## config.mk

```make
export PLATFORM = sky130hd
export DESIGN_NAME = axi_rd_arb3_flat
export DESIGN_NICKNAME = d
export VERILOG_FILES = /design/src/rtl/axi_rd_arb3_if.sv /design/src/rtl/axi_rd_arb3.sv /design/src/flat_wrapper.sv
export SDC_FILE = /design/constraint.sdc
export NUM_CORES = 1
export LEC_CHECK = 0
export ABC_AREA = 1
export CORE_AREA = 2 2 205 207
export CTS_BUF_LIST = sky130_fd_sc_hd__clkbuf_4 sky130_fd_sc_hd__clkbuf_8 sky130_fd_sc_hd__clkbuf_16
export CTS_CLUSTER_SIZE = 10
export DETAILED_ROUTE_END_ITERATION = 6
export DIE_AREA = 0 0 207 209
export DONT_BUFFER_PORTS = 1
export GPL_ROUTABILITY_DRIVEN = 0
export PLACE_DENSITY = 0.35
export SYNTH_ARGS = -nofsm -noshare
export SYNTH_HDL_FRONTEND = slang
export SYNTH_SLANG_ARGS = --single-unit
```

## constraint.sdc

```tcl
create_clock -name aclk -period 17.5 [get_ports aclk]
set_input_delay 5.25 -clock aclk [delete_from_list [all_inputs] [get_ports aclk]]
set_output_delay 5.25 -clock aclk [all_outputs]
set_load 0.01 [all_outputs]
```

## src/rtl/axi_rd_arb3_if.sv

```systemverilog
// axi_rd_arb3_if -- AR/R bus bundle for the three-source read arbiter.
//
// Contents:
//   s0/s1/s2 AR channels (valid, ready, addr, id, len)
//   m AR channel, where the id is widened by two source bits
//   m R channel (valid, ready, id, data, last, resp)
//   s0/s1/s2 R channels
// Modports:
//   master : the arbiter's view. It drives m_ar*, sN_arready, sN_r* and m_rready.
//   slave  : the environment's view, with every direction reversed.
interface axi_rd_arb3_if #(
  parameter int ADDR_W = 32,
  parameter int ID_W   = 4,
  parameter int DATA_W = 64
);
  logic              s0_arvalid, s1_arvalid, s2_arvalid;
  logic              s0_arready, s1_arready, s2_arready;
  logic [ADDR_W-1:0] s0_araddr,  s1_araddr,  s2_araddr;
  logic [ID_W-1:0]   s0_arid,    s1_arid,    s2_arid;
  logic [7:0]        s0_arlen,   s1_arlen,   s2_arlen;

  logic              m_arvalid;
  logic              m_arready;
  logic [ADDR_W-1:0] m_araddr;
  logic [ID_W+1:0]   m_arid;
  logic [7:0]        m_arlen;

  logic              m_rvalid;
  logic              m_rready;
  logic [ID_W+1:0]   m_rid;
  logic [DATA_W-1:0] m_rdata;
  logic              m_rlast;
  logic [1:0]        m_rresp;

  logic              s0_rvalid, s1_rvalid, s2_rvalid;
  logic              s0_rready, s1_rready, s2_rready;
  logic [ID_W-1:0]   s0_rid,    s1_rid,    s2_rid;
  logic [DATA_W-1:0] s0_rdata,  s1_rdata,  s2_rdata;
  logic              s0_rlast,  s1_rlast,  s2_rlast;
  logic [1:0]        s0_rresp,  s1_rresp,  s2_rresp;

  modport master (
    input  s0_arvalid, s1_arvalid, s2_arvalid,
    output s0_arready, s1_arready, s2_arready,
    input  s0_araddr, s1_araddr, s2_araddr,
    input  s0_arid, s1_arid, s2_arid,
    input  s0_arlen, s1_arlen, s2_arlen,
    output m_arvalid, m_araddr, m_arid, m_arlen,
    input  m_arready,
    input  m_rvalid, m_rid, m_rdata, m_rlast, m_rresp,
    output m_rready,
    output s0_rvalid, s1_rvalid, s2_rvalid,
    input  s0_rready, s1_rready, s2_rready,
    output s0_rid, s1_rid, s2_rid,
    output s0_rdata, s1_rdata, s2_rdata,
    output s0_rlast, s1_rlast, s2_rlast,
    output s0_rresp, s1_rresp, s2_rresp
  );

  modport slave (
    output s0_arvalid, s1_arvalid, s2_arvalid,
    input  s0_arready, s1_arready, s2_arready,
    output s0_araddr, s1_araddr, s2_araddr,
    output s0_arid, s1_arid, s2_arid,
    output s0_arlen, s1_arlen, s2_arlen,
    input  m_arvalid, m_araddr, m_arid, m_arlen,
    output m_arready,
    output m_rvalid, m_rid, m_rdata, m_rlast, m_rresp,
    input  m_rready,
    input  s0_rvalid, s1_rvalid, s2_rvalid,
    output s0_rready, s1_rready, s2_rready,
    input  s0_rid, s1_rid, s2_rid,
    input  s0_rdata, s1_rdata, s2_rdata,
    input  s0_rlast, s1_rlast, s2_rlast,
    input  s0_rresp, s1_rresp, s2_rresp
  );
endinterface

```

## src/rtl/axi_rd_arb3.sv

```systemverilog
// axi_rd_arb3 -- three-source AXI read-address arbiter with R-channel demux.
//
// Ports:
//   aclk, areset_n        clock; asynchronous active-low reset
//   arb_en                when low, only source 0 can be granted
//   arb_mode[1:0]         0/3 fixed priority 0>1>2, 1 round robin, 2 weighted
//   weight_setting0/1/2   weighted-mode quota of consecutive grants (0 acts as 1)
//   bus                   axi_rd_arb3_if.master (all AR/R channels)
//   rid_err               sticky flag, set by any R beat whose source code is 3
//
// The downstream AR path is a single register slot. R beats are routed
// combinationally, using the top two bits of m_rid.
//
// Optional build macro AXI_RD_ARB3_OUTSTANDING_EN: this adds per-source
// outstanding-read counters. A source is masked from arbitration while its
// counter equals MAX_OUT.
module axi_rd_arb3 #(
  parameter int ADDR_W  = 32,
  parameter int ID_W    = 4,
  parameter int DATA_W  = 64,
  parameter int MAX_OUT = 8
) (
  input  logic                 aclk,
  input  logic                 areset_n,
  input  logic                 arb_en,
  input  logic [1:0]           arb_mode,
  input  logic [15:0]          weight_setting0,
  input  logic [15:0]          weight_setting1,
  input  logic [15:0]          weight_setting2,
  axi_rd_arb3_if.master        bus,
  output logic                 rid_err
);

  function automatic logic [1:0] nxt_src(input logic [1:0] s);
    return (s == 2'd2) ? 2'd0 : s + 2'd1;
  endfunction

  logic [2:0]  arv;
  logic [2:0]  arr;
  logic [2:0]  req;
  logic [2:0]  out_mask;
  logic        load;
  logic        take;
  logic        gnt_vld;
  logic [1:0]  gnt_src;
  logic [1:0]  start;
  logic [1:0]  rr_ptr;
  logic [1:0]  last_src;
  logic [15:0] grant_cnt;
  logic [15:0] w_cur;
  logic [15:0] quota;
  logic        prev_en;
  logic [1:0]  prev_mode;
  logic        cfg_change;

  logic [ADDR_W-1:0] sel_addr;
  logic [ID_W-1:0]   sel_id;
  logic [7:0]        sel_len;

  assign arv = {bus.s2_arvalid, bus.s1_arvalid, bus.s0_arvalid};
  assign req = (arb_en ? arv : {2'b00, arv[0]}) & ~out_mask;

  // The slot can accept a request when it is empty or is being drained this cycle.
  assign load = !bus.m_arvalid || bus.m_arready;
  assign take = areset_n && load && gnt_vld;

  assign arr = {take && (gnt_src == 2'd2), take && (gnt_src == 2'd1), take && (gnt_src == 2'd0)};
  assign bus.s0_arready = arr[0];
  assign bus.s1_arready = arr[1];
  assign bus.s2_arready = arr[2];

  assign cfg_change = (arb_en != prev_en) || (arb_mode != prev_mode);

  always_comb begin
    w_cur = weight_setting2;
    case (last_src)
      2'd0:    w_cur = weight_setting0;
      2'd1:    w_cur = weight_setting1;
      default: w_cur = weight_setting2;
    endcase
  end

  assign quota = (w_cur == 16'd0) ? 16'd1 : w_cur;

  // Every mode reduces to a search-start index. The search runs cyclically
  // from that index, so a lone requester is always found.
  always_comb begin
    int idx;
    start   = 2'd0;
    gnt_vld = 1'b0;
    gnt_src = 2'd0;
    idx     = 0;
    case (arb_mode)
      2'd1: start = rr_ptr;
      2'd2: begin
        if (req[last_src] && (grant_cnt < quota)) start = last_src;
        else                                      start = nxt_src(last_src);
      end
      default: start = 2'd0;
    endcase
    // Walk the candidates in reverse order, so the closest requester is written last and wins.
    for (int k = 2; k >= 0; k--) begin
      idx = int'(start) + k;
      if (idx > 2) idx = idx - 3;
      if (req[idx]) begin
        gnt_vld = 1'b1;
        gnt_src = 2'(idx);
      end
    end
  end

  always_comb begin
    sel_addr = bus.s0_araddr;
    sel_id   = bus.s0_arid;
    sel_len  = bus.s0_arlen;
    case (gnt_src)
      2'd1: begin
        sel_addr = bus.s1_araddr;
        sel_id   = bus.s1_arid;
        sel_len  = bus.s1_arlen;
      end
      2'd2: begin
        sel_addr = bus.s2_araddr;
        sel_id   = bus.s2_arid;
        sel_len  = bus.s2_arlen;
      end
      default: ;
    endcase
  end

  always_ff @(posedge aclk or negedge areset_n) begin
    if (!areset_n) begin
      bus.m_arvalid <= 1'b0;
      bus.m_araddr  <= '0;
      bus.m_arid    <= '0;
      bus.m_arlen   <= '0;
    end else if (load) begin
      bus.m_arvalid <= gnt_vld;
      if (gnt_vld) begin
        bus.m_araddr <= sel_addr;
        bus.m_arid   <= {gnt_src, sel_id};
        bus.m_arlen  <= sel_len;
      end
    end
  end

  always_ff @(posedge aclk or negedge areset_n) begin
    if (!areset_n) begin
      rr_ptr    <= 2'd0;
      last_src  <= 2'd0;
      grant_cnt <= 16'd0;
      prev_en   <= 1'b0;
      prev_mode <= 2'd0;
    end else begin
      prev_en   <= arb_en;
      prev_mode <= arb_mode;
      if (take) begin
        last_src <= gnt_src;
        rr_ptr   <= nxt_src(gnt_src);
        if (cfg_change || (gnt_src != last_src)) grant_cnt <= 16'd1;
        else if (grant_cnt != 16'hffff)          grant_cnt <= grant_cnt + 16'd1;
      end else if (cfg_change) begin
        grant_cnt <= 16'd0;
      end
    end
  end

  // R path
  logic [1:0] r_sel;
  logic [2:0] rv;
  logic [2:0] rr;

  assign r_sel = bus.m_rid[ID_W+1:ID_W];
  assign rv    = {bus.m_rvalid && (r_sel == 2'd2), bus.m_rvalid && (r_sel == 2'd1),
                  bus.m_rvalid && (r_sel == 2'd0)};
  assign rr    = {bus.s2_rready, bus.s1_rready, bus.s0_rready};

  assign bus.s0_rvalid = rv[0];
  assign bus.s1_rvalid = rv[1];
  assign bus.s2_rvalid = rv[2];
  assign bus.s0_rid    = bus.m_rid[ID_W-1:0];
  assign bus.s1_rid    = bus.m_rid[ID_W-1:0];
  assign bus.s2_rid    = bus.m_rid[ID_W-1:0];
  assign bus.s0_rdata  = bus.m_rdata;
  assign bus.s1_rdata  = bus.m_rdata;
  assign bus.s2_rdata  = bus.m_rdata;
  assign bus.s0_rlast  = bus.m_rlast;
  assign bus.s1_rlast  = bus.m_rlast;
  assign bus.s2_rlast  = bus.m_rlast;
  assign bus.s0_rresp  = bus.m_rresp;
  assign bus.s1_rresp  = bus.m_rresp;
  assign bus.s2_rresp  = bus.m_rresp;

  // Beats with source code 3 have no owner. Accept them so the channel keeps moving.
  always_comb begin
    bus.m_rready = 1'b1;
    case (r_sel)
      2'd0:    bus.m_rready = rr[0];
      2'd1:    bus.m_rready = rr[1];
      2'd2:    bus.m_rready = rr[2];
      default: bus.m_rready = 1'b1;
    endcase
  end

  always_ff @(posedge aclk or negedge areset_n) begin
    if (!areset_n)                             rid_err <= 1'b0;
    else if (bus.m_rvalid && (r_sel == 2'd3))  rid_err <= 1'b1;
  end

`ifdef AXI_RD_ARB3_OUTSTANDING_EN
  localparam int OW = $clog2(MAX_OUT + 1);

  logic [OW-1:0] out_cnt [3];
  logic [2:0]    out_dec;

  assign out_dec = rv & rr & {3{bus.m_rlast}};

  always_ff @(posedge aclk or negedge areset_n) begin
    if (!areset_n) begin
      for (int n = 0; n < 3; n++) out_cnt[n] <= '0;
    end else begin
      for (int n = 0; n < 3; n++) begin
        if (arr[n] && !out_dec[n])                         out_cnt[n] <= out_cnt[n] + 1'b1;
        else if (!arr[n] && out_dec[n] && out_cnt[n] != 0) out_cnt[n] <= out_cnt[n] - 1'b1;
      end
    end
  end

  always_comb begin
    out_mask = 3'b000;
    for (int n = 0; n < 3; n++) out_mask[n] = (out_cnt[n] == OW'(MAX_OUT));
  end
`else
  assign out_mask = 3'b000;
`endif

endmodule
```

## src/flat_wrapper.sv

```systemverilog
// flat-port wrapper written by rule: the top's interface ports become plain ports
module axi_rd_arb3_flat 
#(
  parameter int ADDR_W  = 32,
  parameter int ID_W    = 4,
  parameter int DATA_W  = 64,
  parameter int MAX_OUT = 8
)
  (aclk, areset_n, arb_en, arb_mode, weight_setting0, weight_setting1, weight_setting2, rid_err, bus_s0_arvalid, bus_s1_arvalid, bus_s2_arvalid, bus_s0_arready, bus_s1_arready, bus_s2_arready, bus_s0_araddr, bus_s1_araddr, bus_s2_araddr, bus_s0_arid, bus_s1_arid, bus_s2_arid, bus_s0_arlen, bus_s1_arlen, bus_s2_arlen, bus_m_arvalid, bus_m_araddr, bus_m_arid, bus_m_arlen, bus_m_arready, bus_m_rvalid, bus_m_rid, bus_m_rdata, bus_m_rlast, bus_m_rresp, bus_m_rready, bus_s0_rvalid, bus_s1_rvalid, bus_s2_rvalid, bus_s0_rready, bus_s1_rready, bus_s2_rready, bus_s0_rid, bus_s1_rid, bus_s2_rid, bus_s0_rdata, bus_s1_rdata, bus_s2_rdata, bus_s0_rlast, bus_s1_rlast, bus_s2_rlast, bus_s0_rresp, bus_s1_rresp, bus_s2_rresp);
  axi_rd_arb3_if #(.ADDR_W(ADDR_W), .ID_W(ID_W), .DATA_W(DATA_W)) bus_i ();
  input  logic aclk;
  input  logic areset_n;
  input  logic arb_en;
  input  logic [1:0] arb_mode;
  input  logic [15:0] weight_setting0;
  input  logic [15:0] weight_setting1;
  input  logic [15:0] weight_setting2;
  output logic rid_err;
  input wire logic [$bits(bus_i.s0_arvalid)-1:0] bus_s0_arvalid;
  input wire logic [$bits(bus_i.s1_arvalid)-1:0] bus_s1_arvalid;
  input wire logic [$bits(bus_i.s2_arvalid)-1:0] bus_s2_arvalid;
  output wire logic [$bits(bus_i.s0_arready)-1:0] bus_s0_arready;
  output wire logic [$bits(bus_i.s1_arready)-1:0] bus_s1_arready;
  output wire logic [$bits(bus_i.s2_arready)-1:0] bus_s2_arready;
  input wire logic [$bits(bus_i.s0_araddr)-1:0] bus_s0_araddr;
  input wire logic [$bits(bus_i.s1_araddr)-1:0] bus_s1_araddr;
  input wire logic [$bits(bus_i.s2_araddr)-1:0] bus_s2_araddr;
  input wire logic [$bits(bus_i.s0_arid)-1:0] bus_s0_arid;
  input wire logic [$bits(bus_i.s1_arid)-1:0] bus_s1_arid;
  input wire logic [$bits(bus_i.s2_arid)-1:0] bus_s2_arid;
  input wire logic [$bits(bus_i.s0_arlen)-1:0] bus_s0_arlen;
  input wire logic [$bits(bus_i.s1_arlen)-1:0] bus_s1_arlen;
  input wire logic [$bits(bus_i.s2_arlen)-1:0] bus_s2_arlen;
  output wire logic [$bits(bus_i.m_arvalid)-1:0] bus_m_arvalid;
  output wire logic [$bits(bus_i.m_araddr)-1:0] bus_m_araddr;
  output wire logic [$bits(bus_i.m_arid)-1:0] bus_m_arid;
  output wire logic [$bits(bus_i.m_arlen)-1:0] bus_m_arlen;
  input wire logic [$bits(bus_i.m_arready)-1:0] bus_m_arready;
  input wire logic [$bits(bus_i.m_rvalid)-1:0] bus_m_rvalid;
  input wire logic [$bits(bus_i.m_rid)-1:0] bus_m_rid;
  input wire logic [$bits(bus_i.m_rdata)-1:0] bus_m_rdata;
  input wire logic [$bits(bus_i.m_rlast)-1:0] bus_m_rlast;
  input wire logic [$bits(bus_i.m_rresp)-1:0] bus_m_rresp;
  output wire logic [$bits(bus_i.m_rready)-1:0] bus_m_rready;
  output wire logic [$bits(bus_i.s0_rvalid)-1:0] bus_s0_rvalid;
  output wire logic [$bits(bus_i.s1_rvalid)-1:0] bus_s1_rvalid;
  output wire logic [$bits(bus_i.s2_rvalid)-1:0] bus_s2_rvalid;
  input wire logic [$bits(bus_i.s0_rready)-1:0] bus_s0_rready;
  input wire logic [$bits(bus_i.s1_rready)-1:0] bus_s1_rready;
  input wire logic [$bits(bus_i.s2_rready)-1:0] bus_s2_rready;
  output wire logic [$bits(bus_i.s0_rid)-1:0] bus_s0_rid;
  output wire logic [$bits(bus_i.s1_rid)-1:0] bus_s1_rid;
  output wire logic [$bits(bus_i.s2_rid)-1:0] bus_s2_rid;
  output wire logic [$bits(bus_i.s0_rdata)-1:0] bus_s0_rdata;
  output wire logic [$bits(bus_i.s1_rdata)-1:0] bus_s1_rdata;
  output wire logic [$bits(bus_i.s2_rdata)-1:0] bus_s2_rdata;
  output wire logic [$bits(bus_i.s0_rlast)-1:0] bus_s0_rlast;
  output wire logic [$bits(bus_i.s1_rlast)-1:0] bus_s1_rlast;
  output wire logic [$bits(bus_i.s2_rlast)-1:0] bus_s2_rlast;
  output wire logic [$bits(bus_i.s0_rresp)-1:0] bus_s0_rresp;
  output wire logic [$bits(bus_i.s1_rresp)-1:0] bus_s1_rresp;
  output wire logic [$bits(bus_i.s2_rresp)-1:0] bus_s2_rresp;
  assign bus_i.s0_arvalid = bus_s0_arvalid;
  assign bus_i.s1_arvalid = bus_s1_arvalid;
  assign bus_i.s2_arvalid = bus_s2_arvalid;
  assign bus_s0_arready = bus_i.s0_arready;
  assign bus_s1_arready = bus_i.s1_arready;
  assign bus_s2_arready = bus_i.s2_arready;
  assign bus_i.s0_araddr = bus_s0_araddr;
  assign bus_i.s1_araddr = bus_s1_araddr;
  assign bus_i.s2_araddr = bus_s2_araddr;
  assign bus_i.s0_arid = bus_s0_arid;
  assign bus_i.s1_arid = bus_s1_arid;
  assign bus_i.s2_arid = bus_s2_arid;
  assign bus_i.s0_arlen = bus_s0_arlen;
  assign bus_i.s1_arlen = bus_s1_arlen;
  assign bus_i.s2_arlen = bus_s2_arlen;
  assign bus_m_arvalid = bus_i.m_arvalid;
  assign bus_m_araddr = bus_i.m_araddr;
  assign bus_m_arid = bus_i.m_arid;
  assign bus_m_arlen = bus_i.m_arlen;
  assign bus_i.m_arready = bus_m_arready;
  assign bus_i.m_rvalid = bus_m_rvalid;
  assign bus_i.m_rid = bus_m_rid;
  assign bus_i.m_rdata = bus_m_rdata;
  assign bus_i.m_rlast = bus_m_rlast;
  assign bus_i.m_rresp = bus_m_rresp;
  assign bus_m_rready = bus_i.m_rready;
  assign bus_s0_rvalid = bus_i.s0_rvalid;
  assign bus_s1_rvalid = bus_i.s1_rvalid;
  assign bus_s2_rvalid = bus_i.s2_rvalid;
  assign bus_i.s0_rready = bus_s0_rready;
  assign bus_i.s1_rready = bus_s1_rready;
  assign bus_i.s2_rready = bus_s2_rready;
  assign bus_s0_rid = bus_i.s0_rid;
  assign bus_s1_rid = bus_i.s1_rid;
  assign bus_s2_rid = bus_i.s2_rid;
  assign bus_s0_rdata = bus_i.s0_rdata;
  assign bus_s1_rdata = bus_i.s1_rdata;
  assign bus_s2_rdata = bus_i.s2_rdata;
  assign bus_s0_rlast = bus_i.s0_rlast;
  assign bus_s1_rlast = bus_i.s1_rlast;
  assign bus_s2_rlast = bus_i.s2_rlast;
  assign bus_s0_rresp = bus_i.s0_rresp;
  assign bus_s1_rresp = bus_i.s1_rresp;
  assign bus_s2_rresp = bus_i.s2_rresp;
  axi_rd_arb3 #(.ADDR_W(ADDR_W), .ID_W(ID_W), .DATA_W(DATA_W), .MAX_OUT(MAX_OUT)) u_core (.aclk(aclk), .areset_n(areset_n), .arb_en(arb_en), .arb_mode(arb_mode), .weight_setting0(weight_setting0), .weight_setting1(weight_setting1), .weight_setting2(weight_setting2), .bus(bus_i), .rid_err(rid_err));
endmodule
```

After elaboration in Yosys (flattened, before gate mapping) --
Index checks and enable logic that the tools add are counted.
Operators by class: magnitude comparators 8, bitwise operators 0, equality and inequality tests 14, shifts and indexed selects 0, multiply operators 0, add/sub/neg operators 8, div/mod/pow operators 0, reductions and logical operators 21, muxes and demuxes 35
Operator list (number):
- 32-bit by 4-bit less-than comparator with 1-bit output, second input constant | 3
- 32-bit two-way mux | 3
- 16-bit two-way mux | 5
- 32-bit by 3-bit > comparator with 1-bit output, second input constant | 2
- 32-bit case mux with 2 select lines | 1
- 32-bit by 3-bit subtractor with 32-bit output, second input constant | 2
- 16-bit case mux with 2 select lines | 1
- 16-bit by 1-bit adder with 16-bit output, second input constant | 1
- 16-bit zero test | 1
- 16-bit less-than comparator | 1
- 16-bit inequality test, second input constant | 1
- 8-bit case mux with 2 select lines | 1
- 2-bit two-way mux | 6
- 2-bit equality test, second input constant | 5
- 1-bit logical AND | 10
- 1-bit two-way mux | 10
- 1-bit binary-select mux with 2-bit select | 4
- 2-bit by 1-bit equality test with 1-bit output, second input constant | 4
- 4-bit case mux with 2 select lines | 1
- 2-bit zero test | 3
- 2-bit by 1-bit adder with 2-bit output, second input constant | 2
- 2-bit inequality test | 2
- 2-bit case mux with 2 select lines | 1
- 2-bit AND reduction | 2
- other kinds (12) | 14
Word-level totals: output and inout port bits 268, register bits after elaboration 71, memories kept 0, bits in read-only memories 0, bits in writable memories 0, input port bits 266, bits in latches 0, logic and storage cells 96

Longest topological paths before layout --
Gate-level depths: netlist of run 1.
depth in word-level cells 21, depth in mapped cells 40, mapped depth without buffers 38

Least setup slack after synthesis of run 1 --
OpenSTA, ideal clock, no wires.
path kind input port to output port, start in weight_setting1[9], end out bus_s2_arready, data arrival time 8.630 ns, data required time 12.250 ns, buffers on the path 2, stages on the path 27, slack 3.620 ns, cell sequence nand3_1 -> nand3_1 -> inv_1 -> ha_1 -> a21oi_1 -> nor2_1 -> a211oi_1 -> o221ai_1 -> nor2_1 -> nand2_1 -> nand2_1 -> nand3_1 -> nand2_1 -> nand2_1 -> ha_1 -> inv_1 -> a21oi_1 -> o21ai_2 -> o21ai_1 -> o211ai_1 -> o21ai_2 -> inv_1 -> ha_1 -> clkbuf_1 -> clkbuf_1 -> inv_1 -> nor2_1
On the way: word-level cells in the longest chain between the ends 18, elaborated cells on any way between the ends 36, classes of those cells add/sub (5); order compare (4); eq/ne (1); mux (22); reduce/logical (4)
RTL lines:
- from (decl) | RTL line flat_wrapper.sv:16 | input logic [15:0] weight_setting1;
- 16-bit case mux with 2 select lines * | RTL line axi_rd_arb3.sv:76 | case (last_src)
- 16-bit zero test | RTL line axi_rd_arb3.sv:83 | assign quota = (w_cur == 16'd0) ? 16'd1 : w_cur;
- 16-bit two-way mux * | RTL line axi_rd_arb3.sv:83
- 16-bit less-than comparator * | RTL line axi_rd_arb3.sv:96 | if (req[last_src] && (grant_cnt < quota)) start = last_src;
- 1-bit logical AND * | RTL line axi_rd_arb3.sv:96
- 2-bit two-way mux * | RTL line axi_rd_arb3.sv:96
- 2-bit case mux with 2 select lines * | RTL line axi_rd_arb3.sv:93 | case (arb_mode)
- 2-bit by 2-bit adder with 3-bit output | RTL line axi_rd_arb3.sv:103 | idx = int'(start) + k;
- 32-bit by 3-bit subtractor with 32-bit output / 32-bit by 3-bit > comparator with 1-bit output (equally long branches) | RTL line axi_rd_arb3.sv:104 | if (idx > 2) idx = idx - 3;
- 32-bit two-way mux | RTL line axi_rd_arb3.sv:104
- 1-bit binary-select mux with 2-bit select | RTL line axi_rd_arb3.sv:105 | if (req[idx]) begin
- 1-bit two-way mux (implied by the code) (2 in a row) | RTL line axi_rd_arb3.sv:105
- 2-bit two-way mux (2 in a row) | RTL line axi_rd_arb3.sv:105
- 2-bit two-way mux * | RTL line axi_rd_arb3.sv:105
- via u_core.gnt_src[0] | RTL line axi_rd_arb3.sv:45 | logic [1:0] gnt_src;
- 2-bit equality test * | RTL line axi_rd_arb3.sv:67 | assign arr = {take && (gnt_src == 2'd2), take && (gnt_src == 2'd1), take && (gnt_src == 2'd0)};
- 1-bit logical AND * | RTL line axi_rd_arb3.sv:67
- to (decl) | RTL line flat_wrapper.sv:24 | output wire logic [$bits(bus_i.s2_arready)-1:0] bus_s2_arready;
The timed path passes the listed nets; every way through them passes the cells marked *. The select of a mux whose other input is x is not followed.

Worst setup path in the final report of run 1 --
Ends and elaborated chain as after synthesis.

==> results of run 1 <==
[worst max-delay path, stage by stage]
cell and delay [ps]:
nand3_1 60, nand3_1 130, inv_1 60, ha_1 280, a21oi_1 150, nor2_1 50
a211oi_1 190, o221ai_1 200, nor2_1 200, nand2_1 90, nand2_1 60, nand3_1 80
nand2_1 60, nand2_1 50, ha_1 330, inv_1 100, nand3_1 100, inv_2 50
o21ai_2 160, o21ai_1 90, o211ai_1 100, o21ai_2 150, inv_1 180, ha_2 790
inv_1 100, nor2_1 230
[kinds of logic (layout without fill, tap and decap cells)]
logic type                 Yosys count  after routing
DFF                                 71             71
xor gates and xnor gates            10             10
and+or+nand+nor                    275            275
adders and majority gates           26             26
buffers and inverters              304             73
AOI/OAI and AO/OA                  135            135
muxes                               44             44
other                                0              1
[per-layer routing]
layer	track usage	vias to the layer above	wire length, um
met5	0	-	0
met4	0.05197	0	714
met3	0.03742	61	1900
met2	0.1384	275	8712
met1	0.08840	1982	6690
li1	-	2177	-
[synthesized netlist by cell type, types with 2 or more instances]
cell type  count  area (um2)
buf_2          7       35.03
buf_4        213        1599
a21oi_1        8       40.04
xnor2_1        5       43.79
inv_1         46       172.7
nor3_1         4       20.02
o21ai_2       17       148.9
a21oi_2        2       17.52
dfrtp_1       71        1777
ha_1          26       325.3
o21ai_1        3       15.01
o211ai_1       2       15.01
o41ai_1        2       17.52
nand2_1      154       578.1
nand4_1        5       31.28
a211oi_1       2       15.01
xor2_1         4       35.03
inv_2          8       30.03
a22o_1        44       385.4
or2_2          3       18.77
nor2_1        32       120.1
nand3b_1       2       15.01
mux2i_1       44       440.4
o21ai_0       50       250.2
nand2_2       14       87.58
nor4_1         3       18.77
clkbuf_1      26       97.59
nand3_1       54       270.3
[worst paths after layout]
check,slack (ps),end,start,depth (start not counted)
setup / recovery,2910,bus_s2_arready,weight_setting1[9],26
hold / removal,500,u_core.rr_ptr[1],u_core.rr_ptr[1],2
setup reg to reg,11250,u_core.grant_cnt[1],u_core.last_src[1],28
hold reg to reg,500,u_core.rr_ptr[1],u_core.rr_ptr[1],2
max in group asynchronous,12810,u_core.bus.m_arlen[2],areset_n,0
min in group asynchronous,4580,u_core.bus.m_araddr[30],areset_n,0
[power by group through the flow]
stage                     registers, uW  clock network, uW  logic (uW)
after floorplan                     274                  0         353
after global placement              294                  0         384
after detailed placement            291                  0         389
after CTS                           290                241         388
after global routing                296                247         432
final                               288                229         374
[cell type report]
class                   count  area [um2]
repair buffers              3       22.52
well taps                 539       674.4
inverters                  54       202.7
diodes                      1       2.502
fillers                  4771       35220
multi-input cells         490        3038
clock inverters             7       127.6
flip-flops and latches     71        1777
clock buffers               9       225.2
[stage by stage]
step / total power (uW) / area [um2] / hold WS, ps / utilization
2_1_floorplan: 627.5 / 6774 / 449.2 / -
3_3_place_gp: 678.2 / 5714 / 499.9 / 0.1384
3_5_place_dp: 679.8 / 5714 / 497.1 / 0.1384
4_1_cts: 919.4 / 6067 / 517.8 / 0.1469
5_1_grt: 975.6 / 6070 / 561.9 / 0.1470
6_report: 890.9 / 6070 / 504.9 / 0.1470
[placed cells by master (no fill, tap or decap), types with 5 or more instances in the layout]
master	instances
inv_2	8
nand2_2	14
nand3_1	54
mux2i_1	44
o21ai_0	50
a22o_1	44
nand4_1	5
xnor2_1	5
ha_1	23
o21ai_2	17
nor2_1	32
dfrtp_1	71
nand2_1	153
a21oi_1	8
inv_1	46
clkbuf_16	9
[flip-flops by register name, summed over array words and instances, names as in the netlist, 2 cells and up]
register and count:
u_core.prev_mode 2, u_core.last_src 2, u_core.grant_cnt 16, u_core.rr_ptr 2, u_core.bus.m_arlen 8, u_core.bus.m_araddr 32
u_core.bus.m_arid 6
==> impl_results.md, run 1 <==
* Initial antenna violation count at 1
* Largest family of logic cells by synthesized area: buffers and inverters
* Core Region at between 40000 and 50000 um2
* Setup total negative slack at 0 ps
* Total CTS buffers at 9
* Post-Synth XOR/XNOR Area at 0.01404
* GRT Overall Usage at 0.08417
* Nets at between 900 and 1000
* Final setup margin at 2908 ps
* Syn nets at roughly 1200
* Post-synthesis simple-gate area fraction at 0.1773
* HP Class: reg2reg
* Inst Count DP at around 1200
* Critical path endpoint category: primary output
* CP startpoint kind: input port
* CTS Hold Bufs at 0
* Proportion of synthesized area in mux cells at 0.06502
* Die height at roughly 210 um
* Clock share of power at 0.257
* Synth Area in Compound Gates at 0.1404
* Max Cap Viol at 0
* P_int at ~500 uW
* Post-synthesis area per instance at 7.831 um2
* TritonCTS clock tree: yes
* Comb pwr share at 0.420
* Final setup viols at 0
* Sequential element share of the synthesized area at 0.2623
* Adder-cell share of the synthesized area at 0.04802
* Critical path required time at 12250 ps
* Post-Synthesis Cells at between 800 and 900
* Switch share at 0.4386
* Root buffer cell: clkbuf_16
* Wire per inst at roughly 15 um
* EDFF count, synth at 0
* Non-Filler Instances at approximately 1200
* Starting Density at 0.1641
* #FFs+latches synth at 71
* Clock buffer depth at 2
* Setup bufs post-CTS at 0
* Critical path peak fanout at 45
* Cell Pwr Density at 146.8 nW/um2
* Initial DRC count at between 150 and 200
* Row count at 75
* Io pins at roughly 530
* Status: finished clean
* Die Span X at just over 200 um
* Pleak at around 0.0026 uW
* VDD IR-drop max at 0.00005601 V
* Number of I/O port buffers at 0
* Vias in the first global route at between 4000 and 5000
* Slew margin rel. at 0.3801
* Sequential share of power at 0.324
* Vias per cell at 3.829
* Share of post-route cells with drive strength above 1 at 0.1151
* Dpl ws at approximately 2900 ps
* CTS H-tree lvls at 3
* Die area at 43260 um2
* Synth Warn # at 0
* Antenna viol nets, final at 0
* Min Tclk post-route at 14590 ps
* First-pass GRT wire length at roughly 28000 um
* Final Cycle Share at 0.8338
* RSZ-0062 raised after global routing: false
* Sw Pwr at approximately 400 uW
* P&R area growth vs syn at -10.40%
* Netlist Area Pre-Place at between 6000 and 7000 um2
* CP arrival at between 9000 and 10000 ps
* CTS-repair resized insts at 0
* Routed wire length at 18020 um
* Measured slew at the worst slew-check pin at a little over 900 ps
* # DRC at 0
* Clock transition at path regs at approximately 70 ps
* DR vias at about 4500
* Top FF cell, synth: dfrtp_1
* First-pass DRT Iterations at 4
* Post-synth ARST share at 1.000
* Fmax at approximately 0.069 GHz
* Total clock sinks at between 70 and 80
* Fin Clk Skew at 10.11 ps
* Hpwl dp at approximately 14000 um
* Largest net degree at the start of global routing at 87
* Total gr overflow at 0
* Yosys cell types at 42
* Max Slew Vio Count at 0
* CP Class: in2out
* Final Hold Fails at 0
* Worst-Skew Late Latency at between 300 and 400 ps
Note: power is estimated with default switching activity, not from simulation.
==> run 2, diff against run 1 <==
--- a/config.mk
+++ b/config.mk
@@ -13,7 +13,7 @@
 export DIE_AREA = 0 0 207 209
 export DONT_BUFFER_PORTS = 1
 export GPL_ROUTABILITY_DRIVEN = 0
-export PLACE_DENSITY = 0.35
+export PLACE_DENSITY = 0.36
 export SYNTH_ARGS = -nofsm -noshare
 export SYNTH_HDL_FRONTEND = slang
 export SYNTH_SLANG_ARGS = --single-unit
==> constraint.sdc (replaced) <==
create_clock -name aclk -period 12.4 [get_ports aclk]
set_input_delay 3.72 -clock aclk [delete_from_list [all_inputs] [get_ports aclk]]
set_output_delay 3.72 -clock aclk [all_outputs]
set_load 0.01 [all_outputs]
==> impl_results.md, run 2 (synthesis gave the netlist of run 1 again) <==
* Most common cell after layout, fill and taps aside: nand2_1 (unchanged)
* Clock buffer depth at 2 (unchanged)
* HP Class: reg2reg (unchanged)
* Starting Density at 0.1641 (unchanged)
* Antenna viol nets, final at 0 (unchanged)
* Final Hold Fails at 0 (unchanged)
* Pleak at 0.002542 uW (was 0.002552 uW)
* # DRC at 0 (unchanged)
* CTS H-tree lvls at 3 (unchanged)
* CP Class: in2out (unchanged)
* Clock transition at path regs at 70 ps (about the same)
* Non-Filler Instances at 1176 (was 1174)
* First-pass GRT wire length at 27520 um (was 27690 um)
* Fmax at a little over 0.09 GHz
* Root buffer cell: clkbuf_16 (unchanged)
* Slowest Stage Delay on Critical Path at 340 ps (was 790 ps)
* Row count at 75 (unchanged)
* Number of I/O port buffers at 0 (unchanged)
* Post-route cell area at 6041 um2 (was 6070 um2)
* First-pass DRT Iterations at 6 (was 4)
* Core Region at 41290 um2 (unchanged)
* Critical path required time at 8680 ps (was 12250 ps)
* Nets at 925 (was 921)
* Total gr overflow at 0 (unchanged)
* Placed Area at 5734 um2 (was 5714 um2)
* Max Cap Viol at 0 (unchanged)
* Measured slew at the worst slew-check pin at 927.8 ps (was 929.9 ps)
* Initial antenna violation count at 0 (was 1)
* Final setup viols at 0 (unchanged)
* Initial DRC count at 156 (unchanged)
* Top reg by flops: u_core.bus.m_araddr (unchanged)
* Setup bufs post-CTS at 0 (unchanged)
* Die Span X at 207 um (unchanged)
* Leading cell types in the layout, fill and taps excluded: nand2_1, dfrtp_1, nand3_1 (unchanged)
* Slowest-stage cell, CP: ha_1 (was ha_2)
* Min Tclk post-route at roughly 11000 ps
* CTS-repair resized insts at 0 (unchanged)
* Routed wire length at 18790 um (was 18020 um)
* Largest register FFs at 32 (unchanged)
* Status: finished clean (unchanged)
* Overall power at 1226 uW (was 890.9 uW)
* Setup total negative slack at 0 ps (unchanged)
* Max Slew Vio Count at 0 (unchanged)
* Final Cycle Share at 0.8746
* Io pins at 534 (unchanged)
* Die height at 209 um (unchanged)
* Largest regs: u_core.bus.m_araddr (32), u_core.grant_cnt (16), u_core.bus.m_arlen (8) (unchanged)
* CP arrival at 7130 ps (was 9340 ps)
* CTS Hold Bufs at 0 (unchanged)
* GRT Overall Usage at 0.08522 (was 0.08417)
* Critical path peak fanout at 5 (was 45)
* CP startpoint kind: input port (unchanged)
* Total CTS buffers at 9 (unchanged)
* Largest net degree at the start of global routing at 94 (was 87)
* TritonCTS clock tree: yes (unchanged)
* VDD IR-drop max at 0.00006724 V (was 0.00005601 V)
* Vias per cell at 3.894 (was 3.829)
* Inst Count DP at 1161 (was 1157)
* Share of post-route cells with drive strength above 1 at 0.1193 (was 0.1151)
* Die area at 43260 um2 (unchanged)
* Wire per inst at 15.97 um (was 15.35 um)
* Fin Clk Skew at 8.497 ps (was 10.11 ps)
* Critical path endpoint category: primary output (unchanged)
* Cell Pwr Density at 203.0 nW/um2 (was 146.8 nW/um2)
* Total clock sinks at 71 (unchanged)
* Vias in the first global route at 4529 (was 4626)
* Slew margin rel. at 0.3791 (was 0.3801)
* Antenna Cells at 0 (was 1)
* Hpwl dp at 14560 um (was 14110 um)
* Worst-Skew Late Latency at 360 ps (about the same)
* P&R area growth vs syn at -10.82% (was -10.40%)
* RSZ-0062 raised after global routing: false (unchanged)
* DR vias at 4579 (was 4495)
run 2: changes by cell type in the layout (fill, tap and decap cells not counted), sizes merged:
cell / change
buf: +4
bufinv: -2
clkbuf: +2
clkinv: -2
clkinvlp: +2
diode: -1
inv: -1
run 2: area by class of cell:
cell class / count / area, um2
Clock buffer: 11 / 252.7
Clock inverter: 4 / 53.80
Inverter: 54 / 202.7
Timing Repair Buffer: 7 / 52.55
Multi-Input combinational cell: 490 / 3028
Tap cell: 539 / 674.4
Fill cell: 4765 / 35250
Sequential cell: 71 / 1777
run 2: worst paths after layout:
kind	startpoint	to	slack [ps]	depth (start not counted)
setup / recovery	weight_setting1[9]	bus_s2_arready	1550	26
hold / removal	u_core.rr_ptr[1]	u_core.rr_ptr[1]	510	2
setup reg to reg	u_core.last_src[1]	u_core.bus.m_araddr[30]	6020	26
hold reg to reg	u_core.rr_ptr[1]	u_core.rr_ptr[1]	510	2
max in group asynchronous	areset_n	u_core.grant_cnt[1]	9220	0
min in group asynchronous	areset_n	u_core.bus.m_araddr[17]	3060	0
run 2: metal layers:
metal	GRT usage	wire length [um]	vias up	part of all wire
li1	-	-	2178	-
met1	0.08773	7007	2031	0.37
met2	0.1439	8932	299	0.48
met3	0.03547	1978	71	0.11
met4	0.05320	867	0	0.046
met5	0	0	-	0
run 2: where the power goes:
part           total, uW  switching [uW]  internal, uW
Sequential           411             100           311
Clock                282             116           167
Combinational        533             338           195
run 2: worst max-delay path: cells and delay by family:
family / cells / cell delay, ps
AND/OR/NAND/NOR: 11 / 1100
AO/OA/AOI/OAI: 7 / 1090
adder cells (fa/ha/maj): 3 / 820
buffers and inverters: 5 / 390
run 2: metrics by stage:
step / util / hold WS [ps] / setup WS, ps
2_1_floorplan: - / 449.2 / 1580
3_3_place_gp: 0.1389 / 489.6 / 1632
3_5_place_dp: 0.1389 / 488.8 / 1551
4_1_cts: 0.1463 / 507.8 / 1537
5_1_grt: 0.1463 / 545.1 / 1237
6_report: 0.1463 / 507.8 / 1555
